`config.mk`:
```
export PLATFORM = sky130hd
export DESIGN_NAME = instr_fetch
export DESIGN_NICKNAME = d
export VERILOG_FILES = /design/src/rtl/instr_fetch.sv
export SDC_FILE = /design/constraint.sdc
export NUM_CORES = 1
export LEC_CHECK = 0
export BUFFER_PORTS_ARGS = -buffer_cell sky130_fd_sc_hd__buf_2
export CORE_MARGIN = 3
export CORE_UTILIZATION = 41
export CTS_BUF_LIST = sky130_fd_sc_hd__clkbuf_4
export DETAILED_ROUTE_END_ITERATION = 8
export MAX_ROUTING_LAYER = met4
export PLACE_DENSITY_LB_ADDON = 0.3
export SKIP_LAST_GASP = 1
export SLEW_MARGIN = 10
export SYNTH_ARGS = -nofsm -noshare
export SYNTH_HDL_FRONTEND = slang
export SYNTH_SLANG_ARGS = --single-unit
```
`constraint.sdc`:
```
create_clock -name clk -period 2.5 [get_ports clk]
set_input_delay 0.375 -clock clk [delete_from_list [all_inputs] [get_ports clk]]
set_output_delay 0.375 -clock clk [all_outputs]
set_load 0.01 [all_outputs]
```
`src/rtl/instr_fetch.sv`:
```
// Instruction fetch sequencer: latches PC into MAR, reads memory with an optional
// timeout, and holds the fetched word in IR until decode accepts it.
module instr_fetch #(
  parameter int unsigned TIMEOUT = 16
) (
  input  logic        clk,
  input  logic        rst,
  input  logic [15:0] pc,
  input  logic        start,
  input  logic        flush,
  output logic [15:0] mem_addr,
  output logic        mem_rd,
  input  logic        mem_ready,
  input  logic [15:0] mem_rdata,
  output logic        ld_pc,
  output logic [15:0] ir,
  output logic        ir_valid,
  input  logic        ir_ready,
  output logic        busy,
  output logic        fault
);

  localparam int unsigned CW = (TIMEOUT == 0) ? 1 : $clog2(TIMEOUT + 1);
  localparam logic [CW-1:0] CNT_MAX = '1;
  localparam logic [CW-1:0] CNT_TMO = CW'(TIMEOUT);

  typedef enum logic [2:0] {
    S_IDLE,
    S_ADDR,
    S_WAIT,
    S_HOLD,
    S_FAULT
  } state_t;

  state_t          state_q, state_d;
  logic [15:0]     mar_q, mar_d;
  logic [15:0]     ir_q, ir_d;
  logic [CW-1:0]   cnt_q, cnt_d;
  logic [CW-1:0]   cnt_inc;

  // State and datapath registers
  always_ff @(posedge clk or negedge rst) begin
    if (!rst) begin
      state_q <= S_IDLE;
      mar_q   <= '0;
      ir_q    <= '0;
      cnt_q   <= '0;
    end else begin
      state_q <= state_d;
      mar_q   <= mar_d;
      ir_q    <= ir_d;
      cnt_q   <= cnt_d;
    end
  end

  // Saturating increment so the wait counter never wraps when the timeout is disabled
  assign cnt_inc = (cnt_q == CNT_MAX) ? cnt_q : cnt_q + CW'(1);

  // Next-state and output decode
  always_comb begin
    state_d  = state_q;
    mar_d    = mar_q;
    ir_d     = ir_q;
    cnt_d    = cnt_q;
    mem_rd   = 1'b0;
    ld_pc    = 1'b0;
    ir_valid = 1'b0;
    busy     = 1'b1;
    fault    = 1'b0;

    case (state_q)
      S_IDLE: begin
        busy = 1'b0;
        if (start) begin
          state_d = S_ADDR;
          mar_d   = pc;
        end
      end
      S_ADDR: begin
        ld_pc   = !flush;
        cnt_d   = '0;
        state_d = S_WAIT;
      end
      S_WAIT: begin
        mem_rd = 1'b1;
        if (mem_ready) begin
          ir_d    = mem_rdata;
          cnt_d   = '0;
          state_d = S_HOLD;
        end else begin
          cnt_d = cnt_inc;
          if ((TIMEOUT != 0) && (cnt_inc == CNT_TMO)) state_d = S_FAULT;
        end
      end
      S_HOLD: begin
        ir_valid = 1'b1;
        if (ir_ready) begin
          if (start) begin
            state_d = S_ADDR;
            mar_d   = pc;
          end else begin
            state_d = S_IDLE;
          end
        end
      end
      S_FAULT: begin
        fault = 1'b1;
      end
      default: begin
        state_d = S_IDLE;
      end
    endcase

    // Flush overrides every other request; IR and MAR keep their contents
    if (flush) begin
      state_d = S_IDLE;
      cnt_d   = '0;
      ir_d    = ir_q;
      mar_d   = mar_q;
    end
  end

  assign mem_addr = mar_q;
  assign ir       = ir_q;

endmodule

```
# [Yosys cells after proc, flatten, opt, wreduce, memory -nomap -nowiden]
# Index checks and enable logic that the tools add are counted.
[totals] ff_bits=40 latchBits=0 ramBits=0 rom_bits=0 in_bits=38 elab_cells=43 memories=0
[classes] add_sub_neg=1 n_mul=0 div=0 n_lt_le_gt_ge=0 eq_ne=11 shift=0 mux=19 bitwise_logic=1 n_reduce_logical=7
[op_table] cell="2-to-1 mux 16 bit" n=2
[op_table] cell="one-hot mux 16 bit (2 select lines)" n=1
[op_table] cell="2-to-1 mux 3 bit" n=5
[op_table] cell="2-to-1 mux 5 bit" n=3
[op_table] cell="one-hot mux 3 bit (5 select lines)" n=1
[op_table] cell="== test 5 bit, second input constant" n=2
[op_table] cell="one-hot mux 5 bit (2 select lines)" n=1
[op_table] cell="== test 3 x 2 -> 1 bit, second input constant" n=2
[op_table] cell="2-to-1 mux 1 bit" n=6
[op_table] cell="inequality test 3 bit, second input constant" n=2
[op_table] cell="AND reduction 3 bit" n=2
[op_table] cell="adder 5 x 1 -> 5 bit, second input constant" n=1
[op_table] cell="inequality test 2 bit, second input constant" n=2
[op_table] cell="inequality test 4 bit, second input constant" n=1
[op_table] cell="AND reduction 4 bit" n=1
[op_table] cell="== test 3 x 1 -> 1 bit, second input constant" n=1
[op_table] cell="== test 3 bit, second input constant" n=1
[op_table] cell="zero test 3 bit" n=1
[op_table] cell="nonzero test 3 bit" n=1
[op_table] cell="nonzero test 2 bit" n=1
[op_table] cell="zero test 1 bit" n=1
[op_table] cell="inverter 1 bit" n=1

# [Logic depth before layout (Yosys ltp)]
# Gate-level depths: netlist of run 1.
[logic_depth] depth_word=7 depth_mapped=6 depth_no_buf=5

# [Worst setup path before layout of run 1]
# No wires, ideal clock.
[synth_path] path_type="flip-flop to flip-flop" startpoint="reg cnt_q[0]" endpoint="reg state_q[1]" setup_ns=0.122 arrival_time_ns=1.415 slack_ns=0.964 path_stages_with_launch=6 n_path_buf=0 period_less_slack_ns=1.536 path_cell_list="dfrtp_1 -> ha_1 -> or2_2 -> a21oi_1 -> o211ai_1 -> a32o_1"
[synth_via] elab_chain_len=5
[synth_lines] item="start: declaration" line="38" text="logic [CW-1:0] cnt_q, cnt_d;"
[synth_lines] item="start signal: assignment" line="52" text="cnt_q <= cnt_d;"
[synth_lines] item="adder 5 x 1 -> 5 bit / == test 5 bit (equally long branches)" line="57" text="assign cnt_inc = (cnt_q == CNT_MAX) ? cnt_q : cnt_q + CW'(1);"
[synth_lines] item="2-to-1 mux 5 bit *" line="57"
[synth_lines] item="== test 5 bit *" line="92" text="if ((TIMEOUT != 0) && (cnt_inc == CNT_TMO)) state_d = S_FAULT;"
[synth_lines] item="inequality test 4 bit (no source line) *"
[synth_lines] item="AND reduction 4 bit (no source line) *"
[synth_lines] item="end signal: assignment" line="49" text="state_q <= state_d;"
[synth_lines] item="end: declaration" line="35" text="state_t state_q, state_d;"
# Every way passes the cells marked *; elsewhere a longest branch is shown, timed or not.
# A chain may end at the register's enable or synchronous reset.

# [Worst setup path in the final report of run 1]
[layout_path] startpoint="reg state_q[2]" endpoint="out ld_pc"
[layout_via] elab_chain_len=2
[layout_lines] item="== test 3 x 1 -> 1 bit" line="71" text="case (state_q)"
[layout_lines] item="2-to-1 mux 1 bit" line="71"
[layout_lines] item="end: declaration" line="15" text="output logic ld_pc,"
# Every way passes these cells.

==> results.sh, run 1 <==
export IMPL_outcome="finished clean"
export IMPL_yosysUniqueCellTypes=42
export IMPL_slew_viol_final=0
export IMPL_yosys_warnings=0
export IMPL_hold_buffers=0
export IMPL_power_switching_w=0.0007260
export IMPL_async_flop_share_pct=100.0
export IMPL_topRoutingLayerUsed="met4"
export IMPL_dr_pass1_iters=4
export IMPL_layout_nets=253
export IMPL_worstMarginPinSlew_ps=865.5
export IMPL_io_pins=75
export IMPL_wl_met3_um=250
export IMPL_drive_above_1_share_pct=53.02
export IMPL_std_cell_rows=24
export IMPL_cts_setup_buffers=0
export IMPL_p_clk_share_pct=19.0
export IMPL_fin_skew_ps=13.19
export IMPL_ir_drop_uv=512.2
export IMPL_first_iter_violations=88
export IMPL_critPathCaptureType="output pin"
export IMPL_start_util_pct=42.86
export IMPL_syn_cell_area_um2=1892
export IMPL_die_w_um=73.93
export IMPL_required_ps=2120
export IMPL_detailed_place_hpwl_mm=2.832
export IMPL_pre_cts_ws_ps=815.3
export IMPL_rsz0062_at_grt="no"
export IMPL_maxCapViolCount=0
export IMPL_synth_top_area_cell="dfrtp_1"
export IMPL_antenna_cells=0
export IMPL_first_global_vias=1318
export IMPL_r2r_slack_ps=790
export IMPL_cts_resized_gates=0
export IMPL_fmax_ghz=0.5471
export IMPL_clockBufferDepth=2
export IMPL_drt_wl_total_mm=3.861
export IMPL_pwr_share_comb_pct=35.7
export IMPL_ys_dominant_reg_cell="dfrtp_1"
export IMPL_worstSetupPathType="reg2out"
export IMPL_cts_tree="yes"
export IMPL_final_common_cell="buf_2"
export IMPL_dp_cells=259
export IMPL_cp_max_fo=11
export IMPL_via_per_inst=5.191
export IMPL_cpPeakStageDelay_ps=550
export IMPL_hold_path_class="in2async"
export IMPL_core_area_um2=4414
export IMPL_holdWs_ps=125.3
export IMPL_port_buffers=74
export IMPL_fin_crit_sh_pct=73.11
export IMPL_die_area_um2=5465
export IMPL_antenna_found_initial=0
export IMPL_clock_latency_ps=350
export IMPL_power_internal_w=0.001529
export IMPL_syn2layout_area_growth_pct=24.21
export IMPL_tns_ps=0
export IMPL_synth_top_area_share_pct=52.91
export IMPL_ctsHtreeMaxLevel=2
export IMPL_crit_slowest_cell="dfrtp_1"
export IMPL_cts_sinks=40
export IMPL_power_density_nw_per_um2=959.5
export IMPL_p_leak_nw=1.168
export IMPL_cp_start_kind="register"
export IMPL_globalRoute_totalOverflow=0
export IMPL_syn_nets=178
export IMPL_relSlewSlack_pct=42.30
export IMPL_wl_met2_mm=1.800
export IMPL_clk_pin_slew_ps=130
export IMPL_gp_congestion=0.9789
export IMPL_fin_crit_ps=1828
export IMPL_synth_edf_count=0
export IMPL_num_vias=1386
export IMPL_post_synth_cell_area_avg_um2=13.61
export IMPL_stdcell_count=267
export IMPL_layout_common_cells="74 x buf_2, 40 x dfrtp_1, 12 x mux2_2"
export IMPL_post_drt_wl_per_cell_um=14.46
export IMPL_final_cell_area_um2=2350
export IMPL_arrival_ps=1450
export IMPL_ys_top_cells_by_area="dfrtp_1 53%, mux2_4 7.9%, mux2_2 7.1%"
export IMPL_fp_dieH_um=73.93
export IMPL_synth_seq_cells=40
export IMPL_drtAntennaViolNets=0
export IMPL_met1_length_mm=1.754
export IMPL_synthCells=139
export IMPL_hold_viol=0
export IMPL_setup_violations=0
export IMPL_grt_max_degree=41
export IMPL_place_area_um2=2270
export IMPL_grt_use_total_pct=15.43
export IMPL_grt_pass1_wl_mm=6.313
export IMPL_drcViolationCount=0
export IMPL_switching_share_pct=32.20
export IMPL_seqPwrFrac_pct=45.3
export IMPL_cts_root_buffer="clkbuf_4"
export IMPL_crit_path_cell_trace="nor2_4 -> and3_1 -> buf_2"
export IMPL_fin_ws_ps=672.2
export IMPL_ys_seq_area_share_pct=52.91
export IMPL_numCtsBuffers=5
-- cell type report --
cell class	count	area (um^2)
fill	389	2064
sequential	40	1001
multi-input combinational	88	814.5
timing repair buffer	74	370.4
tap	52	65.06
clock inverter	3	42.54
clock buffer	5	37.54
inverter	5	18.77
-- cell families after synthesis --
logic type	count (synthesis)	share of synthesized area, %
XOR/XNOR	1	0.4630
AO/OA/AOI/OAI	21	8.135
flip-flops	40	52.91
multiplexers	35	22.62
AND/OR/NAND/NOR	30	11.18
adder cells (fa/ha/maj)	1	0.6613
buffers and inverters	11	4.034
-- power groups by stage --
| stage | clock network [W] | logic (W) | registers, W |
|---|---|---|---|
| after floorplan | 0 | 0.000388 | 0.00113 |
| after global placement | 0 | 0.000803 | 0.00103 |
| after detailed placement | 0 | 0.000820 | 0.00103 |
| after CTS | 0.000444 | 0.000819 | 0.00102 |
| after global routing | 0.000475 | 0.000882 | 0.00105 |
| final | 0.000428 | 0.000804 | 0.00102 |
-- sequential cells by signal (all words and copies together) (netlist names) --
| name | flops |
|---|---|
| ir | 16 |
| mem_addr | 16 |
| cnt_q | 5 |
| state_q | 3 |
-- layer usage --
metal	global-route usage, %	up-vias
li1	-	647
met1	20.64	678
met2	22.34	53
met3	4.788	8
met4	4.829	0
met5	-	-
-- worst paths after layout --
kind | from | endpoint | cells past startpoint
max reg2reg | cnt_q[0]$_DFFE_PN0P_ | state_q[1]$_DFFE_PN0P_ | 5
min reg2reg | ir[7]$_DFFE_PN0P_ | ir[7]$_DFFE_PN0P_ | 1
max | state_q[2]$_DFFE_PN0P_ | ld_pc | 3
min in group clk | mem_rdata[5] | ir[5]$_DFFE_PN0P_ | 2
min | rst | ir[5]$_DFFE_PN0P_ | 1
max in group asynchronous | rst | state_q[2]$_DFFE_PN0P_ | 1
-- through the flow --
step | total power (W) | utilization [%]
after global routing | 0.002411 | 53.23
after CTS | 0.002287 | 53.23
after detailed placement | 0.001853 | 51.42
after global placement | 0.001831 | 51.42
final | 0.002255 | 53.23
after floorplan | 0.001515 | -
-- synth_stat cells, types with 2 or more instances --
library cell / n
mux2_1: 10
nand2_1: 4
nor3_1: 2
mux2_4: 10
nand4_1: 2
o21ai_0: 3
o21a_1: 2
dfrtp_1: 40
mux2_2: 12
inv_1: 5
nor2_1: 5
buf_6: 4
a22o_1: 2
o211ai_1: 2
a21oi_1: 2
mux2i_1: 3
nand3_1: 4
o21ai_1: 3
-- critical path, delay by kind of cell, from the launching register on --
kind	cells	cell delay (ps)
buffers and inverters	1	120
AND/OR/NAND/NOR	2	440
flip-flops	1	550
No activity file was read; power rests on OpenSTA's default activity.
==> run 2: changes to the inputs <==
==> constraint.sdc (replaced) <==
create_clock -name clk -period 1.5 [get_ports clk]
set_input_delay 0.225 -clock clk [delete_from_list [all_inputs] [get_ports clk]]
set_output_delay 0.225 -clock clk [all_outputs]
set_load 0.01 [all_outputs]
==> run 2 against run 1 <==
  * The flow now finishes with violations (setup timing)
  * Routed wire length up 10%
  * Count of clock-buffer cells in the layout unchanged
  * Highest routed layer unchanged
  * Core utilization is 6.5 points higher
==> results.sh, run 2 (synthesis gave the netlist of run 1 again) <==
export IMPL_outcome="finished, violations left"
export IMPL_violations="setup timing"
export IMPL_r2r_slack_ps=-60
export IMPL_core_area_um2=4414
export IMPL_path_common_cell="buf_6"
export IMPL_globalRoute_totalOverflow=0
export IMPL_cp_start_kind="register"
export IMPL_dp_cells=277
export IMPL_worstSetupPathType="reg2out"
export IMPL_drive_above_1_share_pct=62.81
export IMPL_rsz0062_at_grt="yes"
export IMPL_r2r_end="mem_addr[0]$_DFFE_PN0P_"
export IMPL_ctsHtreeMaxLevel=2
export IMPL_first_global_vias=1394
export IMPL_first_iter_violations=63
export IMPL_crit_slowest_cell="dfrtp_2"
export IMPL_start_util_pct=42.86
export IMPL_hold_end="ir[8]$_DFFE_PN0P_"
export IMPL_cp_max_fo=4
export IMPL_numCtsBuffers=5
export IMPL_p_leak_nw=1.303
export IMPL_worstPathBufferInverterCount=2
export IMPL_relSlewSlack_pct=66.21
export IMPL_clock_latency_ps=340
export IMPL_slew_viol_final=0
export IMPL_cpPeakStageDelay_ps=450
export IMPL_via_per_inst=5.075
export IMPL_nFillCells=376
export IMPL_worstRegToRegCells=6
export IMPL_worstMarginPinSlew_ps=506.8
export IMPL_gp_congestion=0.8690
export IMPL_setup_violations=31
export IMPL_post_drt_wl_per_cell_um=14.48
export IMPL_final_common_cell="buf_2"
export IMPL_fp_dieH_um=73.93
export IMPL_wl_met2_mm=2.187
export IMPL_grt_use_total_pct=15.37
export IMPL_io_pins=75
export IMPL_grt_pass1_wl_mm=6.265
export IMPL_fin_crit_sh_pct=105.0
export IMPL_die_w_um=73.93
export IMPL_drt_wl_total_mm=4.258
export IMPL_layout_nets=281
export IMPL_cts_sinks=40
export IMPL_worstHoldStart="mem_rdata[8]"
export IMPL_fin_crit_ps=1576
export IMPL_detailed_place_hpwl_mm=2.968
export IMPL_fmax_ghz=0.6347
export IMPL_drtAntennaViolNets=0
export IMPL_hold_viol=0
export IMPL_port_buffers=74
export IMPL_fin_skew_ps=11.91
export IMPL_clockBufferDepth=2
export IMPL_stdcell_count=294
export IMPL_antenna_found_initial=0
export IMPL_timing_rr_start="state_q[1]$_DFFE_PN0P_"
export IMPL_topRoutingLayerUsed="met4"
export IMPL_power_density_nw_per_um2=1437
export IMPL_crit_path_cell_trace="or2_4 -> buf_6 -> nor2_4 -> buf_6"
export IMPL_grt_max_degree=41
export IMPL_std_cell_rows=24
export IMPL_final_cell_area_um2=2638
export IMPL_crit_family="flip-flops"
export IMPL_hold_path_class="in2reg"
export IMPL_dr_pass1_iters=4
export IMPL_arrival_ps=1350
export IMPL_drcViolationCount=0
export IMPL_cts_root_buffer="clkbuf_4"
export IMPL_cts_tree="yes"
export IMPL_met1_length_mm=1.790
export IMPL_die_area_um2=5465
export IMPL_antenna_cells=0
export IMPL_num_vias=1492
export IMPL_maxCapViolCount=0
export IMPL_layout_common_cells="72 x buf_2, 38 x dfrtp_1, 20 x buf_4"
export IMPL_holdPathStages=2
export IMPL_fin_ws_ps=-75.57
export IMPL_power_w=0.003791
export IMPL_clk_pin_slew_ps=110
export IMPL_required_ps=1270
export IMPL_wl_met3_um=226
export IMPL_place_area_um2=2420
export IMPL_critPathCaptureType="output pin"
export IMPL_ir_drop_uv=857.7
export IMPL_syn2layout_area_growth_pct=39.42
## run 2: layout make-up
cell class              count  area (um^2)  area share, %
inverters                   5        23.77         0.9013
clock buffers               5        37.54          1.423
clock inverters             2        12.51         0.4744
repair buffers            101        623.1          23.62
flip-flops and latches     40         1003          38.05
multi-input cells          89        872.1          33.06
well taps                  52        65.06          2.467
## run 2: worst max-delay path by stage
stage / start / endpoint / slack [ps] / cells past startpoint
global route: state_q[1]$_DFFE_PN0P_ / fault / -130 / 4
floorplan: cnt_q[0]$_DFFE_PN0P_ / state_q[1]$_DFFE_PN0P_ / 10 / 5
global placement: state_q[1]$_DFFE_PN0P_ / cnt_q[0]$_DFFE_PN0P_ / -40 / 5
detailed placement: state_q[1]$_DFFE_PN0P_ / cnt_q[0]$_DFFE_PN0P_ / -50 / 5
finish: state_q[1]$_DFFE_PN0P_ / fault / -80 / 4
CTS: state_q[1]$_DFFE_PN0P_ / fault / -120 / 4
## run 2: per-stage QoR
stage | util (%) | hold slack, ps | setup TNS, ps | worst slack, ps
floorplan | - | -70.59 | 0 | 10.66
global placement | 54.82 | 314.5 | -84.44 | -37.76
detailed placement | 54.82 | 313.1 | -84.62 | -45.11
CTS | 57.09 | 68.47 | -181.5 | -124.8
global route | 59.75 | 62.82 | -2868 | -132.0
finish | 59.75 | 88.40 | -841.9 | -75.57
## run 2: worst register-to-register path, cell delays in order, from the launching register on
cell	delay [ps]
dfrtp_2	450
or2_4	260
buf_4	130
nand2_2	70
nand3_4	70
buf_12	160
mux2_4	300
## run 2: metal layers
layer | vias up | track usage [%]
met5 | - | -
met4 | 0 | 4.829
met3 | 5 | 4.788
met2 | 41 | 24.61
met1 | 733 | 18.49
li1 | 713 | -
## run 2: what timing repair did
action / 4_1_cts / 5_1_grt
pin swaps: 4 / 10
hold endpoints to repair: 40 / 0
setup endpoints to repair: 18 / 25
hold buffers: 1 / 0
buffers inserted: 5 / 3
gates cloned: 0 / 1
resized for setup: 5 / 18
## run 2: power by group
part           total, W  internal [W]  leakage (nW)  switching (W)
Combinational   0.00160      0.000893         0.788       0.000712
Sequential      0.00168       0.00148         0.487       0.000201
Clock          0.000509      0.000171        0.0271       0.000338
==> run 3: changes to the inputs <==
--- a/config.mk
+++ b/config.mk
@@ -8,7 +8,6 @@
 export BUFFER_PORTS_ARGS = -buffer_cell sky130_fd_sc_hd__buf_2
 export CORE_MARGIN = 3
 export CORE_UTILIZATION = 41
-export CTS_BUF_LIST = sky130_fd_sc_hd__clkbuf_4
 export DETAILED_ROUTE_END_ITERATION = 8
 export MAX_ROUTING_LAYER = met4
 export PLACE_DENSITY_LB_ADDON = 0.3
==> run 3 against run 2 <==
  * The flow now finishes without violations
  * Final cell count is 1.7% lower
  * Routed wire length is 5.7% lower
  * Critical path depth is 1 higher
==> results.sh, run 3 (synthesis gave the netlist of run 1 again) <==
export IMPL_final_common_cell="buf_2"
export IMPL_std_cell_rows=24
export IMPL_grt_use_total_pct=15.16
export IMPL_arrival_ps=1660
export IMPL_start_util_pct=42.86
export IMPL_antenna_found_initial=0
export IMPL_core_area_um2=4414
export IMPL_multi_input_area_um2=828.3
export IMPL_nFillCells=368
export IMPL_fp_dieH_um=73.93
export IMPL_worstSetupPathType="reg2reg"
export IMPL_fin_ws_ps=20.36
export IMPL_antenna_cells=0
export IMPL_post_drt_wl_per_cell_um=13.90
export IMPL_drive_above_1_share_pct=60.76
export IMPL_clock_latency_ps=290
export IMPL_fin_util_pct=58.87
export IMPL_dr_pass1_iters=4
export IMPL_cp_start_kind="register"
export IMPL_wl_met2_mm=2.014
export IMPL_die_w_um=73.93
export IMPL_gp_congestion=0.8690
export IMPL_seqCellArea_um2=1005
export IMPL_drcViolationCount=0
export IMPL_slew_viol_final=0
export IMPL_globalRoute_totalOverflow=0
export IMPL_io_pins=75
export IMPL_place_area_um2=2420
export IMPL_syn2layout_area_growth_pct=37.37
export IMPL_via_per_inst=5.000
export IMPL_ctsHtreeMaxLevel=2
export IMPL_outcome="finished clean"
export IMPL_power_density_nw_per_um2=1483
export IMPL_numCtsBuffers=5
export IMPL_ir_drop_uv=828.7
export IMPL_first_global_vias=1360
export IMPL_drt_wl_total_mm=4.016
export IMPL_power_w=0.003855
export IMPL_met1_length_mm=1.689
export IMPL_grt_max_degree=41
export IMPL_fin_crit_ps=1480
export IMPL_wl_met3_um=255
export IMPL_num_vias=1445
export IMPL_topRoutingLayerUsed="met4"
export IMPL_cts_root_buffer="clkbuf_8"
export IMPL_cp_max_fo=4
export IMPL_port_buffers=74
export IMPL_clockBufferDepth=2
export IMPL_rsz0062_at_grt="yes"
export IMPL_worstMarginPinSlew_ps=505.1
export IMPL_layout_common_cells="74 x buf_2, 37 x dfrtp_1, 18 x buf_4"
export IMPL_fin_skew_ps=8.031
export IMPL_detailed_place_hpwl_mm=2.968
export IMPL_required_ps=1680
export IMPL_first_iter_violations=55
export IMPL_hold_path_class="in2reg"
export IMPL_cts_tree="yes"
export IMPL_relSlewSlack_pct=66.32
export IMPL_layout_nets=276
export IMPL_holdWs_ps=139.0
export IMPL_p_leak_nw=1.299
export IMPL_die_area_um2=5465
export IMPL_hold_viol=0
export IMPL_pre_cts_ws_ps=-45.11
export IMPL_cts_sinks=40
export IMPL_grt_pass1_wl_mm=6.106
export IMPL_fin_crit_sh_pct=98.64
export IMPL_drtAntennaViolNets=0
export IMPL_fmax_ghz=0.6758
export IMPL_clk_pin_slew_ps=80
export IMPL_final_cell_area_um2=2599
export IMPL_maxCapViolCount=0
export IMPL_setup_violations=0
export IMPL_critPathCaptureType="register"
run 3: cell count changes in the layout (fill, tap and decap cells not counted), sizes merged:
cell    change
buf         -5
clkbuf      +1
nand4       -1
run 3: final cells by class:
| type | count | share of cell area, % |
|---|---|---|
| Timing Repair Buffer | 97 | 23.11 |
| Multi-Input combinational cell | 88 | 31.87 |
| Clock buffer | 5 | 2.648 |
| Inverter | 5 | 0.7222 |
| Tap cell | 52 | 2.504 |
| Clock inverter | 2 | 0.4815 |
| Sequential cell | 40 | 38.66 |
run 3: layer usage:
layer  global-route usage [%]  vias to the layer above
met5                        -                        -
met4                    5.433                        0
met3                    4.788                        7
met2                    23.72                       43
met1                    18.40                      702
li1                         -                      693
run 3: power breakdown:
part           switching [W]  internal, W
Clock               0.000366     0.000315
Combinational       0.000667     0.000822
Sequential          0.000206      0.00148
Total                0.00124      0.00262
run 3: critical path, cell delays in order (launching register included):
cell      delay (ps)
dfrtp_1          380
ha_2             200
or2_2            280
a21oi_2          140
o211ai_1         130
a32o_1           230
run 3: worst paths after layout:
path | end | from | cells after the start | slack [ps]
min in group asynchronous | ir[0]$_DFFE_PN0P_ | rst | 3 | 520
max in group asynchronous | state_q[0]$_DFFE_PN0P_ | rst | 3 | 600
worst min-delay path | ir[6]$_DFFE_PN0P_ | mem_rdata[6] | 2 | 140
worst min register to register | ir[6]$_DFFE_PN0P_ | ir[6]$_DFFE_PN0P_ | 1 | 490
worst max-delay path | state_q[1]$_DFFE_PN0P_ | cnt_q[0]$_DFFE_PN0P_ | 5 | 20
worst max register to register | state_q[1]$_DFFE_PN0P_ | cnt_q[0]$_DFFE_PN0P_ | 5 | 20
run 3: timing repair:
action / CTS / global route
endpoints found under the hold margin: 19 / 0
pin swaps: 4 / 6
endpoints found under the setup margin: 16 / 30
hold buffers: 1 / 0
buffers inserted: 0 / 4
gates cloned: 0 / 1
resized for setup: 1 / 7
run 3: through the flow:
stage                     instances  setup TNS, ps
after floorplan                 139              0
after global placement          277         -84.44
after detailed placement        277         -84.62
after CTS                       284      -0.006994
after global routing            289         -180.7
final                           289              0
